### config.mk
export PLATFORM = sky130hd
export DESIGN_NAME = servile_wb_rr_arbiter
export DESIGN_NICKNAME = d
export VERILOG_FILES = /design/src/rtl/servile_pkg.sv /design/src/rtl/servile_rr_pick.sv /design/src/rtl/servile_wb_rr_arbiter.sv
export SDC_FILE = /design/constraint.sdc
export NUM_CORES = 1
export LEC_CHECK = 0
export BUFFER_PORTS_ARGS = -buffer_cell sky130_fd_sc_hd__buf_2
export CORE_AREA = 8 8 134 136
export DETAILED_ROUTE_END_ITERATION = 6
export DIE_AREA = 0 0 142 144
export SYNTH_ARGS = -nofsm -noshare
export SYNTH_HDL_FRONTEND = slang
export SYNTH_HIERARCHICAL = 1
export SYNTH_SLANG_ARGS = --single-unit
### constraint.sdc
create_clock -name i_clk -period 1.9 [get_ports i_clk]
set_input_delay 0.285 -clock i_clk [delete_from_list [all_inputs] [get_ports i_clk]]
set_output_delay 0.285 -clock i_clk [all_outputs]
set_load 0.1 [all_outputs]
### src/rtl/servile_pkg.sv
// Shared definitions for the servile memory-bus arbiter: master indices and FSM encoding.
package servile_pkg;

  localparam int M_IBUS = 0;
  localparam int M_DBUS = 1;
  localparam int M_LOAD = 2;

  typedef enum logic {
    S_IDLE = 1'b0,
    S_BUS  = 1'b1
  } state_t;

endpackage

### src/rtl/servile_rr_pick.sv
// Combinational round-robin picker: first requester scanning upward from last+1, wrapping.
module servile_rr_pick #(
  parameter int N  = 3,
  parameter int MW = $clog2(N)
) (
  input  logic [N-1:0]  req,
  input  logic [MW-1:0] last,
  output logic [N-1:0]  pick,
  output logic [MW-1:0] index
);

  // Scan from the farthest offset down so the nearest requester after last is written last.
  always_comb begin
    pick  = '0;
    index = '0;
    for (int i = N; i >= 1; i--) begin
      for (int k = 0; k < N; k++) begin
        if ((k == (int'(last) + i) % N) && req[k]) begin
          pick    = '0;
          pick[k] = 1'b1;
          index   = MW'(k);
        end
      end
    end
  end

endmodule

### src/rtl/servile_wb_rr_arbiter.sv
// Registered round-robin Wishbone arbiter sharing the servile memory bus between masters,
// holding each grant until ack, abort or watchdog termination.
module servile_wb_rr_arbiter
  import servile_pkg::*;
#(
  parameter int NUM_MASTERS = 3,
  parameter int TIMEOUT     = 255,
  parameter int MW          = $clog2(NUM_MASTERS),
  parameter int TW          = $clog2(TIMEOUT + 1)
) (
  input  logic                      i_clk,
  input  logic                      i_rst,
  input  logic [32*NUM_MASTERS-1:0] i_m_adr,
  input  logic [32*NUM_MASTERS-1:0] i_m_dat,
  input  logic [4*NUM_MASTERS-1:0]  i_m_sel,
  input  logic [NUM_MASTERS-1:0]    i_m_we,
  input  logic [NUM_MASTERS-1:0]    i_m_stb,
  output logic [31:0]               o_m_rdt,
  output logic [NUM_MASTERS-1:0]    o_m_ack,
  output logic [NUM_MASTERS-1:0]    o_m_err,
  output logic [31:0]               o_wb_adr,
  output logic [31:0]               o_wb_dat,
  output logic [3:0]                o_wb_sel,
  output logic                      o_wb_we,
  output logic                      o_wb_stb,
  input  logic [31:0]               i_wb_rdt,
  input  logic                      i_wb_ack,
  output logic [NUM_MASTERS-1:0]    o_grant,
  output logic                      o_busy
);

  // TIMEOUT=0 yields TW=0; keep a one-bit counter so the logic stays well-formed.
  localparam int TWI = (TW < 1) ? 1 : TW;
  localparam logic [TWI-1:0] WD_LAST = TWI'((TIMEOUT > 0) ? TIMEOUT - 1 : 0);
  localparam logic [TWI-1:0] WD_MAX  = '1;

  state_t                   state_q, state_d;
  logic [NUM_MASTERS-1:0]   grant_q, grant_d;
  logic [MW-1:0]            gidx_q, gidx_d;
  logic [MW-1:0]            last_q, last_d;
  logic [TWI-1:0]           wdog_q, wdog_d;

  logic [NUM_MASTERS-1:0]   pick;
  logic [MW-1:0]            pick_idx;

  logic [31:0]              g_adr, g_dat;
  logic [3:0]               g_sel;
  logic                     g_we, g_stb;
  logic                     wd_hit;

  servile_rr_pick #(
    .N  (NUM_MASTERS),
    .MW (MW)
  ) u_pick (
    .req   (i_m_stb),
    .last  (last_q),
    .pick  (pick),
    .index (pick_idx)
  );

  always_comb begin
    g_adr = '0;
    g_dat = '0;
    g_sel = '0;
    g_we  = 1'b0;
    g_stb = 1'b0;
    for (int k = 0; k < NUM_MASTERS; k++) begin
      if (gidx_q == MW'(k)) begin
        g_adr = i_m_adr[32*k +: 32];
        g_dat = i_m_dat[32*k +: 32];
        g_sel = i_m_sel[4*k +: 4];
        g_we  = i_m_we[k];
        g_stb = i_m_stb[k];
      end
    end
  end

  assign wd_hit  = (TIMEOUT != 0) && (wdog_q == WD_LAST);
  assign o_grant = grant_q;
  assign o_busy  = (state_q == S_BUS);

  always_ff @(posedge i_clk or posedge i_rst) begin
    if (i_rst) begin
      state_q <= S_IDLE;
      grant_q <= '0;
      gidx_q  <= '0;
      last_q  <= MW'(NUM_MASTERS - 1);
      wdog_q  <= '0;
    end else begin
      state_q <= state_d;
      grant_q <= grant_d;
      gidx_q  <= gidx_d;
      last_q  <= last_d;
      wdog_q  <= wdog_d;
    end
  end

  always_comb begin
    state_d  = state_q;
    grant_d  = grant_q;
    gidx_d   = gidx_q;
    last_d   = last_q;
    wdog_d   = wdog_q;
    o_m_rdt  = '0;
    o_m_ack  = '0;
    o_m_err  = '0;
    o_wb_adr = '0;
    o_wb_dat = '0;
    o_wb_sel = '0;
    o_wb_we  = 1'b0;
    o_wb_stb = 1'b0;

    case (state_q)
      S_IDLE: begin
        wdog_d  = '0;
        grant_d = '0;
        if (|i_m_stb) begin
          state_d = S_BUS;
          grant_d = pick;
          gidx_d  = pick_idx;
        end
      end
      S_BUS: begin
        o_wb_adr = g_adr;
        o_wb_dat = g_dat;
        o_wb_sel = g_sel;
        o_wb_we  = g_we;
        o_wb_stb = g_stb;
        wdog_d   = (wdog_q == WD_MAX) ? wdog_q : wdog_q + 1'b1;
        // Exit priority: ack, then master abort, then watchdog.
        if (i_wb_ack || !g_stb || wd_hit) begin
          state_d = S_IDLE;
          grant_d = '0;
          last_d  = gidx_q;
          wdog_d  = '0;
          if (i_wb_ack) begin
            o_m_ack = grant_q;
            o_m_rdt = i_wb_rdt;
          end else if (g_stb) begin
            o_m_err  = grant_q;
            o_wb_stb = 1'b0;
          end
        end
      end
      default: begin
        state_d = S_IDLE;
        grant_d = '0;
      end
    endcase
  end

endmodule

; After elaboration in Yosys (flattened, before gate mapping)
; Cells that the tools add are included.
[totals]
output_inout_bits = 112
latchBits = 0
reg_bits = 16
romBits = 0
memories = 0
input_bits = 245
ram_bits = 0
[classes]
order_cmp = 0
mul = 0
add_sub_neg = 4
n_bitwise = 1
n_reduce_logical = 19
mux = 58
n_div = 3
n_shift = 0
n_eq_ne = 12
[op_table]
columns = cell, count
row1 = two-way mux 32 bit, 11
row2 = "equality test 2 x 32 -> 1 bit, first input constant", 3
row3 = "equality test 3 x 32 -> 1 bit, first input constant", 3
row4 = logical NOT 32 bit, 3
row5 = "remainder unit 32 x 3 -> 32 bit, second input constant", 3
row6 = two-way mux 3 bit, 16
row7 = "equality test 8 bit, second input constant", 2
row8 = two-way mux 2 bit, 8
row9 = two-way mux 4 bit, 4
row10 = two-way mux 8 bit, 2
row11 = one-hot mux 8 bit (2 select lines), 1
row12 = two-way mux 1 bit, 14
row13 = logical AND 1 bit, 9
row14 = "adder 8 x 1 -> 8 bit, second input constant", 1
row15 = "adder 2 x 2 -> 3 bit, second input constant", 2
row16 = one-hot mux 3 bit (2 select lines), 1
row17 = AND reduction 2 bit, 2
row18 = "adder 2 x 1 -> 3 bit, second input constant", 1
row19 = "!= test 3 x 2 -> 1 bit, second input constant", 1
row20 = OR reduction 3 bit, 1
row21 = "equality test 2 x 1 -> 1 bit, second input constant", 1
row22 = "equality test 2 bit, second input constant", 1
row23 = logical NOT 2 bit, 1
row24 = logical OR 1 bit, 2
row25 = 4 further kinds, 4

; Longest topological paths before layout
; Gate-level depths: netlist (run 1).
[depth]
depth_word = 15
mapped_depth = 7
mapped_depth_nobuf = 6

; Cells and area by module
; The synthesis (run 1) kept the hierarchy.
[modules_own_cells]
columns = mod, area_each_um2, instances, cells_per_inst
row1 = servile_wb_rr_arbiter, 2772.7, 1, 429
row2 = servile_rr_pick, 126.4, 1, 16

; Worst setup path before layout (run 1)
; No wires, ideal clock.
[synth_timing]
kind = flip-flop to output port
start = register state_q, in the netlist o_busy
end = output port o_wb_adr[0]
slack_ps = -1034
path_buffers = 1
path_stages_with_launch = 4
arrival_ps = 2649
cell_sequence = dfrtp_1 inv_2 clkbuf_1 nor2_1
[synth_via]
elab_chain_cells = 1
[synth_lines]
columns = element, line
row1 = from (decl), servile_wb_rr_arbiter.sv:37  ; state_t state_q, state_d;
row2 = from (signal assigned), servile_wb_rr_arbiter.sv:90  ; state_q <= state_d;
row3 = two-way mux 32 bit, servile_wb_rr_arbiter.sv:113  ; case (state_q)
row4 = to (decl), servile_wb_rr_arbiter.sv:21  ; output logic [31:0] o_wb_adr,
; No other way between the ends.

; Worst setup path after layout (run 1)
[layout_timing]
start = register gidx_q[0]
end = output port o_wb_adr[8]
[layout_via]
elab_chain_cells = 5
word_cells_on_any_way = 7
cone_classes = eq/ne (2) / mux (4) / reduce/logical (1)
[layout_lines]
columns = element, line
row1 = from (decl), servile_wb_rr_arbiter.sv:39  ; logic [MW-1:0] gidx_q, gidx_d;
row2 = from (signal assigned), servile_wb_rr_arbiter.sv:92  ; gidx_q <= gidx_d;
row3 = logical NOT 2 bit, servile_wb_rr_arbiter.sv:68  ; if (gidx_q == MW'(k)) begin
row4 = two-way mux 32 bit (2 in a row), servile_wb_rr_arbiter.sv:68
row5 = two-way mux 32 bit *, servile_wb_rr_arbiter.sv:68
row6 = two-way mux 32 bit *, servile_wb_rr_arbiter.sv:113
; Mark *: on every way between the ends. The rest lies on a longest branch, timed or not.

==> summary.txt, run 1 <==
Buffers on Ports: 356
P per Cell Area: 2180 nW/um2
CTS tree: yes
Mapped Area: 2900 um2
vias in the first global route: 4829
Tcrit/Tclk final: 1.11
Critical Path Start: gidx_q[0]
total grt overflow: 0
max-cap violation count: 0
chip width: 142 um
WP data arrival: 1.82 ns
Max Slew Vio Count: 0
routed wire length per instance: 19.1 um
layout cells sized above 1: 0.746
PnR worst setup slack: -0.201 ns
num rows: 47
skew final: 0.00183 ns
nets: 1050
largest net degree at the start of global routing: 39
GPL Wtd Cong: 0.919
failing checks: negative setup slack
final wirelength: 19500 um
worst slew pin tran: 0.610 ns
final cell count without fillers: 1021
CTS clk-pin slew, worst paths: 0.05 ns
startpoint class of the critical path: flop
endpoints failing hold: 0
setup violators final: 82
register bit total from synthesis: 16
YS warnings: 6
DRT antenna net count: 0
RSZ-0062 raised after global routing: true
# IOs: 357
cell accounting for the most synthesized area: mux2i_1
DR iter-0 viols: 211
maximum fanout along the worst path: 8
Reg area: 410 um2
vias per std cell: 4.55
core outline area: 16100 um2
H-tree levels: 1
Max Clk Rate: 476 MHz
largest cells by area after synthesis: mux2i_1 (24%), nor2_1 (19%), dfrtp_1 (13%)
final core utilization: 0.503
area share of the largest cell type after synthesis: 0.238
status: finished, violations left
Min-Delay Path Class: primary input to async pin
sequential area share after synthesis: 0.139
Max VDD drop: 1.14 mV
Area Overhead vs Synth: 179%
Num Clock Sinks: 16
Yosys cell types: 40
GRT Overall Usage: 0.173
Syn Area/Cell: 6.51 um2
HPWL Detailed: 15000 um
Fin Hold WS: 0.107 ns
Initial Util: 0.181
Root Driver: clkbuf_16
CP Capture Type: output port
Cells after Synth: 445
prevailing post-synth register cell: dfrtp_1
Multi-input gate area: 3260 um2
clock buffer depth: 2
DR pass1 iterations: 5
crit path kind: flop to output port
drt drc: 0
fin crit period: 2.10 ns
initial antenna violation count: 2
Clock Latency Late Sink: 0.24 ns
Critical Path RT: 1.62 ns
fraction of registers with async set/reset: 1.00
Lkg Pwr: 3.62 nW
CTS buffer count: 3
number of synthesized flops with an enable pin: 0
DIE AREA: 20400 um2
filler instances: 1461
relative slew slack: 0.593
die extent in y: 144 um
Synth Net Count: 694
first-pass GRT wire length: 27900 um
Inst Count DP: 999
worst reg2reg startpoint: gidx_q[0]
routed via count: 4650
hold buffers post-CTS: 0
-- timing repair --
item | 4_1_cts | 5_1_grt
cloned | 6 | 1
setup endpoints to repair | 72 | 84
pin swaps | 24 | 25
resized for setup | 77 | 31
setup buffers | 10 | 0
-- routing by layer --
metal / share of wire / routed length [um] / GRT usage
met1: 0.37 / 7190 / 0.198
met2: 0.54 / 10600 / 0.327
met3: 0.070 / 1360 / 0.0347
met4: 0.018 / 345 / 0.0300
met5: 0.00062 / 12 / 0
-- area by class of cell --
class / count / share of cell area
Sequential cell: 16 / 0.0508
Clock buffer: 4 / 0.0110
Inverter: 6 / 0.00341
Tap cell: 220 / 0.0341
Multi-Input combinational cell: 381 / 0.404
Antenna cell: 1 / 0.000310
Timing Repair Buffer: 393 / 0.497
-- synth_stat cells, drive strengths merged, types with 2 or more instances --
cell,number
xor2,2
buf,19
a21oi,71
a31oi,2
and4,2
nor2,149
o211ai,2
ha,4
nand2,3
dfrtp,15
nor3,2
and3,40
o21ai,4
and2,2
a211oi,3
clkbuf,23
o21ba,2
inv,6
nand3,5
a22o,3
mux2i,69
mux2,5
-- cell families after synthesis --
| logic type | Yosys count | synth area share |
|---|---|---|
| AO/OA/AOI/OAI | 91 | 0.186 |
| XOR/XNOR | 3 | 0.00907 |
| adder cells (fa/ha/maj) | 4 | 0.0173 |
| buffers and inverters | 48 | 0.0699 |
| flip-flops | 16 | 0.139 |
| multiplexers | 74 | 0.258 |
| AND/OR/NAND/NOR | 209 | 0.322 |
-- report_power, final --
group | internal, W | total (W) | leakage [nW] | switching (W)
logic | 0.00598 | 0.0166 | 3.37 | 0.0106
clock network | 0.000319 | 0.000445 | 0.0442 | 0.000126
registers | 0.000439 | 0.000533 | 0.209 | 0.0000941
-- registers in the layout, indices dropped and copies added, names as in the netlist --
name     cells
o_grant      3
o_busy       1
last_q       2
wdog_q       8
gidx_q       2
-- critical path, stage by stage (launching register included) --
cell     delay [ns]
dfrtp_4        0.49
buf_12         0.16
nor2b_4        0.12
buf_12         0.14
buf_8          0.13
buf_16         0.16
a21oi_2        0.08
nor2_4         0.10
buf_12         0.18
-- metrics by stage --
| step | power [W] | worst slack (ns) | instance area (um2) | setup TNS (ns) |
|---|---|---|---|---|
| after floorplan | 0.0107 | 0.00287 | 3520 | 0 |
| after CTS | 0.0174 | -0.197 | 7900 | -11.95 |
| after global placement | 0.0158 | 0.0262 | 7260 | 0 |
| after global routing | 0.0182 | -0.261 | 8080 | -16.30 |
| after detailed placement | 0.0159 | 0.00692 | 7260 | 0 |
| final | 0.0176 | -0.201 | 8080 | -11.52 |
-- cell usage in the layout (no fill, tap or decap), drive strengths merged, types with 3 or more instances in the layout --
| master | count |
|---|---|
| inv | 6 |
| buf | 392 |
| clkbuf | 5 |
| a21oi | 71 |
| nand2 | 3 |
| ha | 4 |
| o21ai | 4 |
| and3 | 40 |
| mux2i | 69 |
| dfrtp | 15 |
| nor2 | 149 |
| a22o | 3 |
| mux2 | 5 |
| a211oi | 3 |
| nand3 | 5 |
-- worst paths after layout --
kind,to,slack [ns],cells past startpoint
worst max-delay path,o_wb_adr[8],-0.20,8
worst min-delay path,wdog_q[0],0.11,2
worst max register to register,wdog_q[1],-0.09,6
worst min register to register,last_q[0],0.54,1
max in group asynchronous,gidx_q[0],1.34,2
min in group i_clk,o_busy,0.42,3
Note: power is estimated with default switching activity, not from simulation.
==> run 2, diff against run 1 <==
==> constraint.sdc (replaced) <==
create_clock -name i_clk -period 1.9 [get_ports i_clk]
set_input_delay 0.38 -clock i_clk [delete_from_list [all_inputs] [get_ports i_clk]]
set_output_delay 0.38 -clock i_clk [all_outputs]
set_load 0.1 [all_outputs]
==> summary.txt, run 2 (synthesis results as in run 1) <==
status: finished, violations left
Max VDD drop: 1.05 mV
layout cells sized above 1: 0.761
first-pass GRT wire length: 27500 um
routed via count: 4595
DIE AREA: 20400 um2
switching power: 0.0109 W
relative slew slack: 0.576
CTS tree: yes
GPL Wtd Cong: 0.899
endpoints failing hold: 0
# IOs: 357
P per Cell Area: 2160 nW/um2
skew final: 0.00413 ns
Comb power frac: 0.944
sw frac: 0.618
final wirelength: 19000 um
initial antenna violation count: 3
Lkg Pwr: 3.61 nW
max-cap violation count: 0
crit path kind: flop to output port
largest net degree at the start of global routing: 46
PnR worst setup slack: -0.280 ns
vias per std cell: 4.46
core outline area: 16100 um2
Area Overhead vs Synth: 181%
CTS clk-pin slew, worst paths: 0.05 ns
clock group share of total power: 0.026
Max Clk Rate: 459 MHz
CTS buffer count: 3
failing checks: negative setup slack
DR iter-0 viols: 206
H-tree levels: 1
worst slew pin tran: 0.636 ns
clock buffer depth: 2
Reg2Reg Setup Slack: 0.10 ns
WP data arrival: 1.80 ns
die extent in y: 144 um
internal power: 0.00673 W
startpoint class of the critical path: flop
filler instances: 1436
vias in the first global route: 4795
HPWL Detailed: 15400 um
RSZ-0062 raised after global routing: true
Clock Latency Late Sink: 0.25 ns
total grt overflow: 0
num rows: 47
CP Capture Type: output port
Num Clock Sinks: 16
GRT Overall Usage: 0.171
final setup TNS: -15.61 ns
max reg flops: 8
nets: 1057
R2R depth: 6
routed wire length per instance: 18.5 um
fin crit period: 2.18 ns
DRT antenna net count: 0
chip width: 142 um
Buffers on Ports: 356
maximum fanout along the worst path: 6
Top reg by flops: wdog_q
Critical Path RT: 1.52 ns
Root Driver: clkbuf_16
Tcrit/Tclk final: 1.15
drt drc: 0
Max Slew Vio Count: 0
most frequent cells in the layout: buf_2 (247), buf_12 (119), nor2_1 (75), nor2_4 (70), mux2i_1 (64)
Initial Util: 0.181
setup violators final: 73
DR pass1 iterations: 4
commonest non-fill, non-tap cell in the layout: buf_2
Inst Count DP: 1015
final cell count without fillers: 1030
Min-Delay Path Class: primary input to async pin
sequential power share: 0.030
==> run 2: cell types whose count changed in the layout (fill, tap and decap cells not counted), sizes merged <==
cell / previous run / this run
buf: 392 / 399
diode: 1 / 3
==> run 2: worst paths after layout <==
kind | startpoint | end
setup reg to reg | gidx_q[0] | wdog_q[6]
min in group i_clk | o_grant[0] | o_grant[0]
max in group asynchronous | i_rst | gidx_q[0]
setup / recovery | gidx_q[0] | o_wb_dat[8]
hold reg to reg | o_grant[0] | o_grant[0]
hold / removal | i_rst | wdog_q[6]
==> run 2: through the flow <==
stage                     total power [W]  hold slack (ns)  cell area (um2)  setup slack, ns  utilization
final                              0.0176            0.208             8150           -0.280        0.507
after global routing               0.0182            0.267             8150           -0.344        0.507
after CTS                          0.0176            0.234             8050           -0.294        0.502
after detailed placement           0.0163            0.494             7550           -0.105        0.471
after global placement             0.0162            0.488             7550          -0.0908        0.471
after floorplan                    0.0110            0.293             3730           -0.162            -
==> run 2: final cells by class <==
class	instances	area (um2)	area share
clock buffers	4	88.8	0.0109
repair buffers	400	4000	0.491
multi-input cells	381	3330	0.409
well taps	220	275	0.0338
flip-flops and latches	16	414	0.0508
diodes	3	7.51	0.000922
inverters	6	27.5	0.00338
==> run 2: timing repair <==
item | in CTS | in global routing
setup buffers | 4 | 3
resized for setup | 78 | 22
hold buffers | 0 | 0
cloned | 3 | 1
pin swaps | 22 | 10
setup endpoints to repair | 74 | 119
==> run 2: metal layers <==
metal	vias up	part of all wire	track usage	wire length (um)
li1	2274	-	-	-
met1	2121	0.37	0.193	7030
met2	181	0.55	0.318	10400
met3	19	0.068	0.0357	1300
met4	0	0.015	0.0435	284
met5	-	0	0	0
==> run 2: power groups by stage <==
stage          clock (W)  combinational, W  sequential [W]
2_1_floorplan          0            0.0103        0.000737
3_3_place_gp           0            0.0157        0.000552
3_5_place_dp           0            0.0158        0.000558
4_1_cts         0.000461            0.0166        0.000535
5_1_grt         0.000476            0.0172        0.000550
6_report        0.000455            0.0166        0.000536
==> run 2: critical path, cell delays in order, from the launching register on <==
cell     delay [ns]
dfrtp_4        0.49
buf_12         0.16
buf_16         0.15
mux2i_1        0.19
nor2_1         0.06
a21oi_1        0.26
nor2_4         0.06
buf_12         0.17
==> run 3, diff against run 2 <==
- RECOVER_POWER: default -> 25
==> summary.txt, run 3 (synthesis results as in run 1) <==
routed via count: 4584
total grt overflow: 0
failing checks: negative setup slack
Inst Count DP: 1015
max reg flops: 8
DR pass1 iterations: 4
routed wire length per instance: 18.5 um
filler instances: 1436
# IOs: 357
initial antenna violation count: 3
Top reg by flops: wdog_q
switching power: 0.0109 W
internal power: 0.00673 W
DP Area: 7550 um2
clock buffer depth: 2
first-pass GRT wire length: 27500 um
sw frac: 0.618
DP Worst Slack: -0.105 ns
Max Slew Vio Count: 0
core outline area: 16100 um2
GRT Overall Usage: 0.171
crit path cell chain: buf_12 -> buf_16 -> mux2i_1 -> nor2_1 -> a21oi_1 -> nor2_4 -> buf_12
max-cap violation count: 0
skew final: 0.00348 ns
vias in the first global route: 4795
final cell count without fillers: 1030
Crit path top cell by count: buf_12
relative slew slack: 0.569
Buffers on Ports: 356
Comb power frac: 0.944
CTS clk-pin slew, worst paths: 0.05 ns
worst slew pin tran: 0.645 ns
die extent in y: 144 um
layout cells sized above 1: 0.761
Initial Util: 0.181
crit path kind: flop to output port
Fin Hold WS: 0.213 ns
Root Driver: clkbuf_16
Num Clock Sinks: 16
Worst path max stage delay: 0.49 ns
H-tree levels: 1
final wirelength: 19000 um
most frequent cells in the layout: buf_2 (246), buf_12 (119), nor2_1 (75), nor2_4 (70), mux2i_1 (64)
Buf+Inv Stages, Crit Path: 3
Max Clk Rate: 459 MHz
num rows: 47
CP Capture Type: output port
PnR worst setup slack: -0.281 ns
chip width: 142 um
highest-delay cell along the critical path: dfrtp_4
Clock Latency Late Sink: 0.25 ns
Tcrit/Tclk final: 1.15
HPWL Detailed: 15400 um
RSZ-0062 raised after global routing: true
status: finished, violations left
Max VDD drop: 1.05 mV
commonest non-fill, non-tap cell in the layout: buf_2
Critical Path RT: 1.52 ns
CTS buffer count: 3
maximum fanout along the worst path: 6
endpoints failing hold: 0
Final Power: 0.0176 W
CTS tree: yes
vias per std cell: 4.45
nets: 1057
fin crit period: 2.18 ns
hold buffers post-CTS: 0
Area Overhead vs Synth: 181%
DIE AREA: 20400 um2
DRT antenna net count: 0
P per Cell Area: 2160 nW/um2
cell family with most CP delay: flip-flops
WP data arrival: 1.80 ns
setup violators final: 73
Design Area, Final: 8150 um2
GPL Wtd Cong: 0.899
DR iter-0 viols: 206
Min-Delay Path Class: primary input to async pin
sequential power share: 0.030
clock group share of total power: 0.026
drt drc: 0
startpoint class of the critical path: flop
Lkg Pwr: 3.61 nW
largest net degree at the start of global routing: 46
-- run 3: cell count changes in the layout (fill, tap and decap cells not counted) --
cell,before,now
clkbuf_2,0,1
buf_2,247,246
-- run 3: power groups by stage --
stage / sequential (W) / clock, W / combinational (W)
floorplan: 0.000737 / 0 / 0.0103
CTS: 0.000535 / 0.000461 / 0.0166
global placement: 0.000552 / 0 / 0.0157
global route: 0.000550 / 0.000476 / 0.0172
detailed placement: 0.000558 / 0 / 0.0158
finish: 0.000536 / 0.000456 / 0.0166
-- run 3: path summary, 6_finish.rpt --
check	from	to	slack, ns	cells past startpoint
worst max-delay path	gidx_q[0]	o_wb_dat[8]	-0.28	7
worst min-delay path	i_rst	wdog_q[6]	0.21	2
worst max register to register	gidx_q[0]	wdog_q[6]	0.10	6
worst min register to register	last_q[0]	last_q[0]	0.57	1
max in group asynchronous	i_rst	gidx_q[0]	1.21	2
min in group i_clk	last_q[0]	last_q[0]	0.57	1
-- run 3: layout make-up --
cell class | count | area, um2 | area share
Sequential cell | 16 | 414 | 0.0508
Timing Repair Buffer | 400 | 4000 | 0.491
Clock buffer | 4 | 88.8 | 0.0109
Tap cell | 220 | 275 | 0.0338
Inverter | 6 | 27.5 | 0.00338
Antenna cell | 3 | 7.51 | 0.000922
Multi-Input combinational cell | 381 | 3330 | 0.409
-- run 3: per-layer routing --
metal | vias up | global-route usage | part of all wire
li1 | 2274 | - | -
met1 | 2118 | 0.193 | 0.37
met2 | 175 | 0.318 | 0.55
met3 | 17 | 0.0357 | 0.067
met4 | 0 | 0.0435 | 0.015
met5 | - | 0 | 0
-- run 3: metrics by stage --
stage / utilization / setup TNS, ns
floorplan: - / -6.63
global placement: 0.471 / -0.269
detailed placement: 0.471 / -1.19
CTS: 0.502 / -18.81
global route: 0.507 / -21.11
finish: 0.507 / -15.64
-- run 3: what timing repair did --
action	CTS	global route
buffers inserted	4	3
pin swaps	22	10
gates resized for setup	78	22
endpoints found under the setup margin	74	119
cloned	3	1
